--- config.mk ---
export PLATFORM = sky130hd
export DESIGN_NAME = wb_cmd_master
export DESIGN_NICKNAME = d
export VERILOG_FILES = /design/src/rtl/wb_cmd_master.sv
export SDC_FILE = /design/constraint.sdc
export NUM_CORES = 1
export LEC_CHECK = 0
export CORE_MARGIN = 1.5
export CORE_UTILIZATION = 44
export DETAILED_ROUTE_END_ITERATION = 6
export PLACE_DENSITY = 0.95
export SLEW_MARGIN = 10
export SYNTH_ARGS = -nofsm -noshare
export SYNTH_HDL_FRONTEND = slang
export SYNTH_SLANG_ARGS = --single-unit
--- constraint.sdc ---
create_clock -name clk_i -period 2.55 [get_ports clk_i]
set_input_delay 0.6375 -clock clk_i [delete_from_list [all_inputs] [get_ports clk_i]]
set_output_delay 0.6375 -clock clk_i [all_outputs]
set_load 0.03 [all_outputs]
--- src/rtl/wb_cmd_master.sv ---
// Wishbone classic single-cycle initiator: one command in via valid/ready, one
// bus read or write cycle, then one response out (read data or timeout error).
module wb_cmd_master #(
  parameter int ADDR_WIDTH = 30,
  parameter int TIMEOUT    = 255,
  parameter int CNT_WIDTH  = 8
) (
  input  logic                  clk_i,
  input  logic                  rst_ni,
  input  logic                  cmd_valid_i,
  output logic                  cmd_ready_o,
  input  logic                  cmd_we_i,
  input  logic [ADDR_WIDTH-1:0] cmd_adr_i,
  input  logic [3:0]            cmd_sel_i,
  input  logic [31:0]           cmd_dat_i,
  output logic                  resp_valid_o,
  input  logic                  resp_ready_i,
  output logic [31:0]           resp_dat_o,
  output logic                  resp_err_o,
  output logic                  cyc_o,
  output logic                  stb_o,
  output logic                  we_o,
  output logic [ADDR_WIDTH-1:0] adr_o,
  output logic [3:0]            sel_o,
  output logic [31:0]           dat_o,
  input  logic [31:0]           dat_i,
  input  logic                  ack_i
);

  typedef enum logic [1:0] {
    IDLE = 2'd0,
    BUS  = 2'd1,
    RESP = 2'd2
  } state_e;

  localparam logic [CNT_WIDTH-1:0] TO_LAST = CNT_WIDTH'(TIMEOUT - 1);

  state_e                state_q, state_d;
  logic                  we_q, we_d;
  logic [ADDR_WIDTH-1:0] adr_q, adr_d;
  logic [3:0]            sel_q, sel_d;
  logic [31:0]           dat_q, dat_d;
  logic [31:0]           resp_dat_q, resp_dat_d;
  logic                  resp_err_q, resp_err_d;
  logic [CNT_WIDTH-1:0]  cnt_q, cnt_d;
  logic                  cmd_fire;
  logic                  timeout;

  assign cmd_fire = cmd_valid_i && cmd_ready_o;
  // Ack on the same edge as the timeout takes priority in both FSM and datapath.
  assign timeout  = (TIMEOUT != 0) && (cnt_q == TO_LAST);

  // NOTE: state is updated with non-blocking assignments so every flop samples
  // the pre-edge values; reset is asynchronous so cyc_o/stb_o drop immediately.
  always_ff @(posedge clk_i or negedge rst_ni) begin
    if (!rst_ni) state_q <= IDLE;
    else         state_q <= state_d;
  end

  // NOTE: every combinational output gets a default first so no latch is inferred.
  always_comb begin
    state_d = state_q;
    unique case (state_q)
      IDLE:    if (cmd_valid_i)        state_d = BUS;
      BUS:     if (ack_i || timeout)   state_d = RESP;
      RESP:    if (resp_ready_i)       state_d = IDLE;
      default:                         state_d = IDLE;
    endcase
  end

  always_comb begin
    cmd_ready_o  = (state_q == IDLE);
    cyc_o        = (state_q == BUS);
    stb_o        = (state_q == BUS);
    resp_valid_o = (state_q == RESP);
  end

  always_comb begin
    we_d       = we_q;
    adr_d      = adr_q;
    sel_d      = sel_q;
    dat_d      = dat_q;
    resp_dat_d = resp_dat_q;
    resp_err_d = resp_err_q;
    cnt_d      = cnt_q;
    unique case (state_q)
      IDLE: begin
        if (cmd_fire) begin
          we_d  = cmd_we_i;
          adr_d = cmd_adr_i;
          sel_d = cmd_sel_i;
          dat_d = cmd_dat_i;
          cnt_d = '0;
        end
      end
      BUS: begin
        if (ack_i) begin
          resp_dat_d = we_q ? 32'h0 : dat_i;
          resp_err_d = 1'b0;
        end else if (timeout) begin
          resp_dat_d = 32'h0;
          resp_err_d = 1'b1;
        end else if (cnt_q != '1) begin
          cnt_d = cnt_q + 1'b1;
        end
      end
      RESP: begin
        if (resp_ready_i) begin
          resp_dat_d = 32'h0;
          resp_err_d = 1'b0;
        end
      end
      default: ;
    endcase
  end

  // NOTE: the bus-side registers are reset too, so adr_o/sel_o/dat_o read 0
  // before the first command rather than X.
  always_ff @(posedge clk_i or negedge rst_ni) begin
    if (!rst_ni) begin
      we_q       <= 1'b0;
      adr_q      <= '0;
      sel_q      <= '0;
      dat_q      <= '0;
      resp_dat_q <= '0;
      resp_err_q <= 1'b0;
      cnt_q      <= '0;
    end else begin
      we_q       <= we_d;
      adr_q      <= adr_d;
      sel_q      <= sel_d;
      dat_q      <= dat_d;
      resp_dat_q <= resp_dat_d;
      resp_err_q <= resp_err_d;
      cnt_q      <= cnt_d;
    end
  end

  assign we_o       = we_q;
  assign adr_o      = adr_q;
  assign sel_o      = sel_q;
  assign dat_o      = dat_q;
  assign resp_dat_o = resp_dat_q;
  assign resp_err_o = resp_err_q;

endmodule

## Yosys cells after proc, flatten, opt, wreduce, memory -nomap -nowiden

Index checks and enable logic that the tools add are counted.

- Bits in registers: 110
- Input bits: 104
- Logic and storage cells: 48

- Add/subtract/negate cells: 1
- Equality and inequality tests: 12
- Mux-type cells: 18
- Reductions and logical operators: 9

Operators with widths:

| cell | count |
|---|---|
| 2-to-1 mux 32 bit | 4 |
| one-hot mux 32 bit (2 select lines) | 1 |
| 2-to-1 mux 8 bit | 4 |
| one-hot mux 8 bit (2 select lines) | 1 |
| adder 8 x 1 -> 8 bit (second input constant) | 1 |
| equality test 8 bit (second input constant) | 1 |
| != test 2 x 1 -> 1 bit (second input constant) | 4 |
| != test 8 bit (second input constant) | 1 |
| 2-to-1 mux 2 bit | 3 |
| != test 2 bit (second input constant) | 3 |
| one-hot mux 2 bit (3 select lines) | 1 |
| AND reduction 3 bit | 2 |
| AND reduction 5 bit | 1 |
| nonzero test 2 bit | 2 |
| 2-to-1 mux 1 bit | 3 |
| != test 3 x 1 -> 1 bit (second input constant) | 1 |
| equality test 2 x 1 -> 1 bit (second input constant) | 1 |
| equality test 2 bit (second input constant) | 1 |
| logical NOT 2 bit | 1 |
| one-hot mux 1 bit (2 select lines) | 1 |
| AND reduction 2 bit | 1 |
| logical AND 1 bit | 1 |
| logical OR 1 bit | 1 |

## Longest topological paths before layout

Gate-level depths: netlist (run 1).

- Depth in word-level cells: 5
- Mapped depth: 7
- Depth with buffers taken out: 6

## Least setup slack after synthesis (run 1)

OpenSTA, ideal clock, no wires.

- Path kind: reg2reg
- From: register state_q[0]
- To: register cnt_q[1]
- Data arrival time: 1788 ps
- Setup slack: 693 ps
- Stages on the path, launching flop included: 7
- Path buffers: 0
- Clock period less this slack: 1857 ps
- Path through: dfrtp_1 -> inv_1 -> ha_1 -> nand2_1 -> a21boi_1 -> or4b_1 -> nand3_1

- Word-level cells in the longest chain between the ends: 4
- Elaborated cells on any way between the ends: 10
- Classes of those cells: eq/ne: 5; mux: 1; reduce/logical: 4

RTL lines:

| what | RTL line | RTL |
|---|---|---|
| start: declaration | 38 | `state_e state_q, state_d;` |
| start signal: assignment | 57 | `else state_q <= state_d;` |
| logical NOT 2 bit (*) | 72 | `cmd_ready_o = (state_q == IDLE);` |
| net cmd_ready_o | 11 | `output logic cmd_ready_o,` |
| logical AND 1 bit | 49 | `assign cmd_fire = cmd_valid_i && cmd_ready_o;` |
| != test 2 x 1 -> 1 bit (no source line) | - |  |
| AND reduction 5 bit (no source line) | - |  |
| end signal: assignment | 135 | `cnt_q <= cnt_d;` |
| end: declaration | 45 | `logic [CNT_WIDTH-1:0] cnt_q, cnt_d;` |

The timed path passes the listed nets; every way through them passes the cells marked *.
A chain may end at the register's enable or synchronous reset.

## Worst setup path in the final report (run 1)

- From: register state_q[0]
- To: output cmd_ready_o

- Word-level cells in the longest chain between the ends: 1

RTL lines:

| what | RTL line |
|---|---|
| logical NOT 2 bit | 72 |
| end: declaration | 11 |

Every way passes these cells.

==> impl_metrics.ini, run 1 <==
[status]
status = complete, no violations

[logic_synthesis]
netlist_area_um2 = 4390
synth_ff_type = dfrtp_1
syn_nets = 407
ys_ff_latch = 110
yosysTopAreaCell = dfrtp_1
synthDistinctLibCells = 37
yosysMostFrequentCell = dfrtp_1
syn_avg_cell_area_um2 = 14.7
synthCells = 298
netlist_top_cells_count = dfrtp_1 (110), mux2_2 (67), a22o_1 (33), buf_2 (11), nand3_1 (10)
yosysTopAreaCellShare_pct = 62.7
yosysWarnings = 0
synth_edf_count = 0
seq_area_frac_synth_pct = 62.7
synth_area_leaders = dfrtp_1 (63%), mux2_2 (17%), a22o_1 (6.6%)
async_flop_share_pct = 100

[global_routing]
grt_pass1_vias = 3458
track_usage_pct = 20.6
antenna_found_initial = 0
grt_pass1_wl_um = 16600
grt_max_degree = 68
grt-ovfl-total = 0

[die]
die_width_um = 103
die_h_um = 103
ioPinCount = 208
dieArea_um2 = 10600
core_um2 = 9730
initial_utilization_pct = 45.1
rows = 36

[worst_setup_path]
crit_path_end_kind = output port
r2r_cells = 7
critPathLaunchType = flop
crit_arrival_ns = 1.78
r2r_start = state_q[1]
cp.required_ns = 1.91
r2r-end = resp_err_o
reg2reg_slack_ns = 0.60
crit_type = flop to output port
critPathMaxFanout = 3

[sta]
setup_violations = 0
fin_ws_ns = 0.128
clock-skew-final_ns = 0.00747
fmax_mhz = 413
whs_ns = 0.201
fin_crit_sh_pct = 95.0
setup-tns-final_ns = 0
tightest_slew_ns = 0.587
layout_min_cycle_time_ns = 2.42
rsz0062_at_grt = false
slew_headroom_pct = 60.5
slew_viol_final = 0
hold_viol = 0

[pwr]
p_total_mw = 8.66
peakVddDrop_mv = 0.830
leakage_nw = 2.92
power_density_nw_per_um2 = 1270

[routing]
dr_wl_met2_um = 5700
wl_met1_um = 4180
via_per_inst = 5.17
totalWireLength_um = 11200
drt_first_pass_iters = 6
wl_met3_um = 1050
routed.top_layer = met4
antenna_left = 0
wire_per_inst_um = 17.3
drc = 0
drt_iter0_drc = 82
vias = 3324

[placed_design]
place_hpwl_um = 8450
io_buffer_count = 207
post-place-ws_ns = 0.152
dpl.cell_count = 627
gp_congestion = 0.818
dpl-instance-area_um2 = 6610

[final_layout]
antenna_cells = 0
multi_input_area_um2 = 1530
fin_cells = 643
layout.nets = 614
fin_area_um2 = 6830
regArea_um2 = 2750
fill_cells = 673
syn_to_final_growth_pct = 55.5
fin_util_pct = 70.2
drive_above_1_share_pct = 18.6

[clock_tree]
cts-root-buf = clkbuf_8
clk_pin_slew_ns = 0.10
cts_sinks = 110
clockBufferDepth = 2
cts_tree = yes
numCtsBuffers = 9
htree_levels = 3
clock_latency_ns = 0.35

[worst_hold_path]
hold_class = primary input to async pin

[run]
maxCapViolations = 0
power breakdown:
| part | internal, mW | total (mW) | switching (mW) | leakage, nW |
|---|---|---|---|---|
| sequential | 2.45 | 2.85 | 0.398 | 1.37 |
| combinational | 2.14 | 4.71 | 2.56 | 1.45 |
| clock | 0.552 | 1.11 | 0.553 | 0.106 |
| total | 5.15 | 8.66 | 3.51 | 2.92 |
worst max-delay path: stages, from the launching register on:
cell	delay (ns)
dfrtp_1	0.42
inv_1	0.10
ha_1	0.23
clkdlybuf4s50_1	0.69
worst max path at each step:
stage | cells past startpoint | slack, ns | endpoint | startpoint
2_1_floorplan | 6 | 0.69 | cnt_q[1] | state_q[0]
3_3_place_gp | 5 | 0.29 | resp_err_o | ack_i
3_5_place_dp | 5 | 0.15 | resp_err_o | ack_i
4_1_cts | 3 | 0.03 | resp_valid_o | state_q[0]
5_1_grt | 3 | 0.06 | cmd_ready_o | state_q[0]
6_report | 3 | 0.13 | cmd_ready_o | state_q[0]
sequential cells by signal (all words and copies together) (netlist names):
signal,cells
sel_o,4
we_o,1
adr_o,30
state_q,2
resp_dat_o,32
resp_err_o,1
cnt_q,8
dat_o,32
cell families (layout without fill, tap and decap cells):
logic type / Yosys count / count (layout) / synth area share [%]
multiplexers: 67 / 67 / 17.2
AO/OA/AOI/OAI: 55 / 55 / 10.1
AND/OR/NAND/NOR: 39 / 39 / 5.78
flip-flops: 110 / 110 / 62.7
adder cells (fa/ha/maj): 5 / 5 / 1.42
buffers and inverters: 22 / 234 / 2.82
area by class of cell:
| cell class | instances | share of cell area (%) |
|---|---|---|
| Inverter | 4 | 0.220 |
| Clock inverter | 6 | 1.26 |
| Multi-Input combinational cell | 166 | 22.4 |
| Clock buffer | 10 | 1.87 |
| Timing Repair Buffer | 214 | 31.5 |
| Tap cell | 133 | 2.44 |
| Sequential cell | 110 | 40.3 |
routing by layer:
metal	up-vias	track usage, %
li1	1506	-
met1	1638	23.3
met2	161	35.6
met3	19	6.64
met4	0	8.94
met5	-	0
timing repair:
action	CTS	global route
hold buffers	0	0
endpoints found under the hold margin	0	0
setup endpoints to repair	0	1
resized for setup	0	1
buffers inserted	0	0
layout by cell type (no fill, tap or decap), types with 2 or more instances in the layout:
cell               n
or3_1              2
buf_4              6
nand3_1           10
nand2_1            8
or4_1              3
o211ai_1           5
nor2_1             2
ha_1               5
a22o_1            33
o21bai_1           2
clkdlybuf4s50_1  205
clkinv_2           2
a21oi_1            2
mux2_2            67
bufinv_16          2
buf_12             2
a31oi_1            2
clkbuf_8           9
inv_1              4
and4b_1            2
o21ai_0            5
nor2b_1            2
dfrtp_1          110
(Power assumes the default switching activity.)
==> run 2: changes to the inputs <==
--- a/config.mk
+++ b/config.mk
@@ -7,6 +7,7 @@
 export LEC_CHECK = 0
 export CORE_MARGIN = 1.5
 export CORE_UTILIZATION = 44
+export CTS_CLUSTER_DIAMETER = 60
 export DETAILED_ROUTE_END_ITERATION = 6
 export PLACE_DENSITY = 0.95
 export SLEW_MARGIN = 10
==> results of run 2 <==
Final layout, timing and power as in run 1 (identical DEF).
==> edit 1 (config.mk and constraints of run 1) <==
The parameter `CNT_WIDTH` goes from 8 to 12.
--- a/src/rtl/wb_cmd_master.sv
+++ b/src/rtl/wb_cmd_master.sv
@@ -3,7 +3,7 @@
 module wb_cmd_master #(
   parameter int ADDR_WIDTH = 30,
   parameter int TIMEOUT    = 255,
-  parameter int CNT_WIDTH  = 8
+  parameter int CNT_WIDTH  = 12
 ) (
   input  logic                  clk_i,
   input  logic                  rst_ni,
Function: same outputs for any inputs over 10 cycles, from zero or initial values and one cycle with rst_ni low; that may be too few to reach the edited logic, so the function may still have changed.
==> edit 1 against run 1 <==
  * Sequential cell count increased by 4
  * Setup slack improved by 0.11 ns
  * Power increased by 26%
  * Routed wire length increased by 14%
  * Clock skew increased by 0.0011 ns
  * Via count increased by 15%
  * Cell area increased by 10%
  * Synthesized area increased by 6.6%
  * Largest cell class unchanged
==> edit 1: results (changes against run 1) <==
Final layout:
- The fraction of final layout cells sized beyond drive strength 1 is 0.186 (about the same).
- The count of non-CTS buffers in the layout is 218 (was 214).
- The number of fill cells is 685 (was 673).
- The net count of the finished layout was 710 (was 614).
- The area of combinational cells with multiple inputs is 1730 sq um (was 1530 sq um).
- The number of non-clock inverters in the layout is 6 (was 4).
- The sequential standard cell area is 2850 sq um (was 2750 sq um).

Setup path:
- The beginning of the worst register-to-register path is cnt_q[8] (was state_q[1]).
- The data arrival time at the worst-slack endpoint is 1.67 ns (was 1.78 ns).
- The longest individual stage delay on the worst path is 0.44 ns (was 0.69 ns).
- The capture point of the worst reg-to-reg path is cnt_q[7] (was resp_err_o).

Timing:
- The final worst-path cycle share is 0.905 (was 0.950).
- The worst hold margin is 0.0878 ns (was 0.201 ns).
- The tightest slew margin relative to the limit is 0.523 (was 0.605).

GRT:
- The first-pass GRT wire length is 20,200 um (was 16,600 um).
- The met1 global-route usage was 0.247 (was 0.233).
- The global routing usage on met2 is 0.419 (was 0.356).
- The maximum number of pins on one net before global-route repair is 67 (was 68).

Yosys:
- Leading post-synthesis cells by cell area: sky130_fd_sc_hd__dfrtp_1, sky130_fd_sc_hd__mux2_2, sky130_fd_sc_hd__nand2_1 (was sky130_fd_sc_hd__dfrtp_1, sky130_fd_sc_hd__mux2_2, sky130_fd_sc_hd__a22o_1).
- The share of the yosys chip area belonging to registers came to 0.609 (was 0.627).
- The per-instance average area after synthesis is 12.1 sq um (was 14.7 sq um).
- The number of library cell types mapped by synthesis came to 34 (was 37).

Place:
- The cell count after placement came to 717 (was 627).
- The final RePlAce weighted congestion was 0.816 (was 0.818).

CTS:
- The number of clock sinks is 114 (was 110).
- The H-tree depth is 4 (was 3).
- The clock input transition at the sequential cells of the worst setup and hold paths was 0.06 ns (was 0.10 ns).

Drt:
- The length of the first detailed-routing pass in iterations is 4 (was 6).
- The total number of vias is 3,830 (was 3,324).
- The met3 wire length is 783 um (was 1050 um).

Power:
- The maximum ir drop on the vdd rail is 0.000783 V (was 0.000830 V).
- The switching power total came to 4.39 mW (was 3.51 mW).
- The power of the combinational group came to 5.53 mW (was 4.71 mW).

Run status:
- Result of the run: finished, final reports clean (unchanged).
## edit 1: kinds of logic (layout without fill, tap and decap cells)
kind of cell,Yosys count,after routing,synth area share
flops,114,114,0.609
simple gates,101,101,0.0960
mux,69,69,0.166
compound gates,67,67,0.0853
buf+inv,29,256,0.0273
fa+ha+maj,6,6,0.0160
## edit 1: how the worst max path moves through the flow
stage	start	endpoint	cells after the start
2_1_floorplan	state_q[1]	cnt_q[11]	7
3_3_place_gp	ack_i	cnt_q[3]	5
3_5_place_dp	ack_i	cnt_q[11]	5
4_1_cts	state_q[1]	stb_o	3
5_1_grt	state_q[0]	resp_valid_o	3
6_report	state_q[1]	stb_o	3
## edit 1: worst max-delay path, delay by kind of cell (launching register included)
kind / cells / cell delay, ns
buf+inv: 2 / 0.55
fa+ha+maj: 1 / 0.22
flops: 1 / 0.39
## edit 1: repair_timing
action                                  in CTS  in global routing
gates resized for setup                      4                  0
endpoints found under the setup margin       4                  0
setup buffers                                0                  0
==> edit 2 (config.mk and constraints of run 1) <==
Made on the original files. Encoding of `state_e`: now one-hot (3 bits for 3 states).
--- a/src/rtl/wb_cmd_master.sv
+++ b/src/rtl/wb_cmd_master.sv
@@ -27,10 +27,10 @@
   input  logic                  ack_i
 );
 
-  typedef enum logic [1:0] {
-    IDLE = 2'd0,
-    BUS  = 2'd1,
-    RESP = 2'd2
+  typedef enum logic [2:0] {
+    IDLE = 3'b001,
+    BUS  = 3'b010,
+    RESP = 3'b100
   } state_e;
 
   localparam logic [CNT_WIDTH-1:0] TO_LAST = CNT_WIDTH'(TIMEOUT - 1);
Formal check against the unedited RTL: same outputs for any inputs over 10 cycles, from zero or initial values and one cycle with rst_ni low; not proved beyond that.
==> edit 2 against run 1 <==
  * Sequential cell count up 1
  * Critical path depth stayed put
  * Non-clock buffer count up 5
  * Synthesized area is 4.8% higher
  * Maximum frequency increased by 2.7%
  * Power is 7.7% higher
  * Cell area rose by 3.6%
  * Register-to-register slack got worse by 0.28 ns
  * Setup slack improved by 0.065 ns
  * Die area grew 4.6%
  * Routed wire length rose by 6.2%
==> edit 2: results (changes against run 1) <==
Run status:
- Result of the run: finished, final reports clean (unchanged).

Yosys:
- The total number of yosys warnings came to 0 (unchanged).
- Leading post-synthesis cells by cell area: sky130_fd_sc_hd__dfrtp_1, sky130_fd_sc_hd__mux2_2, sky130_fd_sc_hd__a31o_2 (was sky130_fd_sc_hd__dfrtp_1, sky130_fd_sc_hd__mux2_2, sky130_fd_sc_hd__a22o_1).
- The net count of the mapped netlist was 472 (was 407).
- The share of the yosys chip area belonging to registers came to 0.604 (was 0.627).
- The number of library cell types mapped by synthesis is 34 (was 37).
- Top cells by count, synth: sky130_fd_sc_hd__dfrtp_1, sky130_fd_sc_hd__mux2_2, sky130_fd_sc_hd__a21oi_1 (was sky130_fd_sc_hd__dfrtp_1, sky130_fd_sc_hd__mux2_2, sky130_fd_sc_hd__a22o_1).

GRT:
- The maximum number of pins on one net before global-route repair is 57 (was 68).
- The first-pass GRT wire length is 19,100 um (was 16,600 um).
- The total track usage is 0.217 (was 0.206).
- The via count of the first global-routing pass is 3,874 (was 3,458).

Drt:
- The total number of vias is 3,743 (was 3,324).
- The first-iteration detailed-routing DRC count is 154 (was 82).
- The length of the first detailed-routing pass in iterations is 4 (was 6).
- The final routed wire length divided by cell count is 16.7 um (was 17.3 um).

Place:
- The final HPWL from detailed placement is 8590 um (was 8450 um).
- The final RePlAce weighted congestion is 0.800 (was 0.818).

Setup path:
- The data arrival time at the worst-slack endpoint is 1.72 ns (was 1.78 ns).
- The largest driver fanout on the critical path is 7 (was 3).

Power:
- The maximum ir drop on the vdd rail is 0.000870 V (was 0.000830 V).
- The switching portion of total power came to 0.408 (was 0.405).
- The leakage power of the design was 2.99 nW (was 2.92 nW).

CTS:
- The number of buffers inserted to repair setup after CTS is 0 (unchanged).

Timing:
- The worst setup skew after layout was 0.00444 ns (was 0.00747 ns).
- The transition time at the pin with the least slew margin came to 1.13 ns (was 0.587 ns).

Final layout:
- The fraction of final layout cells sized beyond drive strength 1 is 0.238 (was 0.186).
- The net count of the finished layout is 673 (was 614).
edit 2: cell count changes in the layout (fill, tap and decap cells not counted), sizes merged, moves of 4 or more:
cell / run 1 / this run
buf: 8 / 15
o21ai: 7 / 3
a21oi: 2 / 40
nand3: 11 / 5
nand2: 9 / 37
a31o: 0 / 32
o211ai: 5 / 0
a22o: 33 / 0
nor2: 2 / 10
edit 2: layout make-up:
type	count	area, sq um
Fill cell	724	3160
Sequential cell	111	2780
Timing Repair Buffer	219	2190
Multi-Input combinational cell	221	1690
Tap cell	136	170
Clock buffer	12	165
Clock inverter	4	52.6
Inverter	5	18.8
edit 2: power by group through the flow:
stage	clock [mW]	combinational, mW	sequential, mW
6_report	1.10	5.18	3.05
3_3_place_gp	0	5.08	3.02
5_1_grt	1.20	5.42	3.15
4_1_cts	1.13	5.23	3.06
3_5_place_dp	0	5.20	3.09
2_1_floorplan	0	1.45	4.58
edit 2: timing repair:
action                                 CTS  global route
setup endpoints to repair                1             1
gates resized for setup                  1             1
endpoints found under the hold margin    0             0
edit 2: cell families after synthesis:
logic type,count (synthesis),share of synthesized area
buffers and inverters,34,0.0332
adder cells (fa/ha/maj),2,0.00544
AO/OA/AOI/OAI,88,0.129
AND/OR/NAND/NOR,63,0.0617
flip-flops,111,0.604
multiplexers,68,0.167
edit 2: worst max-delay path, cell delays in order (launching register included):
cell	delay, ns
sky130_fd_sc_hd__dfrtp_1	0.49
sky130_fd_sc_hd__nand2b_1	0.22
sky130_fd_sc_hd__nor2_1	0.19
sky130_fd_sc_hd__dlygate4sd2_1	0.46
edit 2: routing by layer:
metal,vias up,track usage,wire length [um]
met5,-,0,0
met4,0,0.0783,177
met3,15,0.0625,1030
met2,172,0.371,6070
met1,1850,0.260,4560
li1,1706,-,-
edit 2: through the flow:
stage	std cells	TNS [ns]	instance area (sq um)	util	setup WS (ns)
5_1_grt	708	0	7070	0.691	0.0940
6_report	708	0	7070	0.691	0.193
3_5_place_dp	692	-0.0107	6850	0.670	-0.0107
3_3_place_gp	692	0	6850	0.670	0.0742
4_1_cts	708	0	7070	0.691	0.00562
2_1_floorplan	366	0	4600	-	0.432
edit 2: path summary, 6_finish.rpt:
check	startpoint	to	slack, ns	cells past startpoint
min in group clk_i	dat_o[0]	dat_o[0]	0.51	1
setup reg to reg	cnt_q[0]	resp_dat_o[31]	0.32	6
max in group asynchronous	rst_ni	state_q[0]	1.69	2
hold reg to reg	dat_o[0]	dat_o[0]	0.51	1
hold / removal	rst_ni	adr_o[14]	0.20	1
setup / recovery	state_q[1]	resp_valid_o	0.19	3
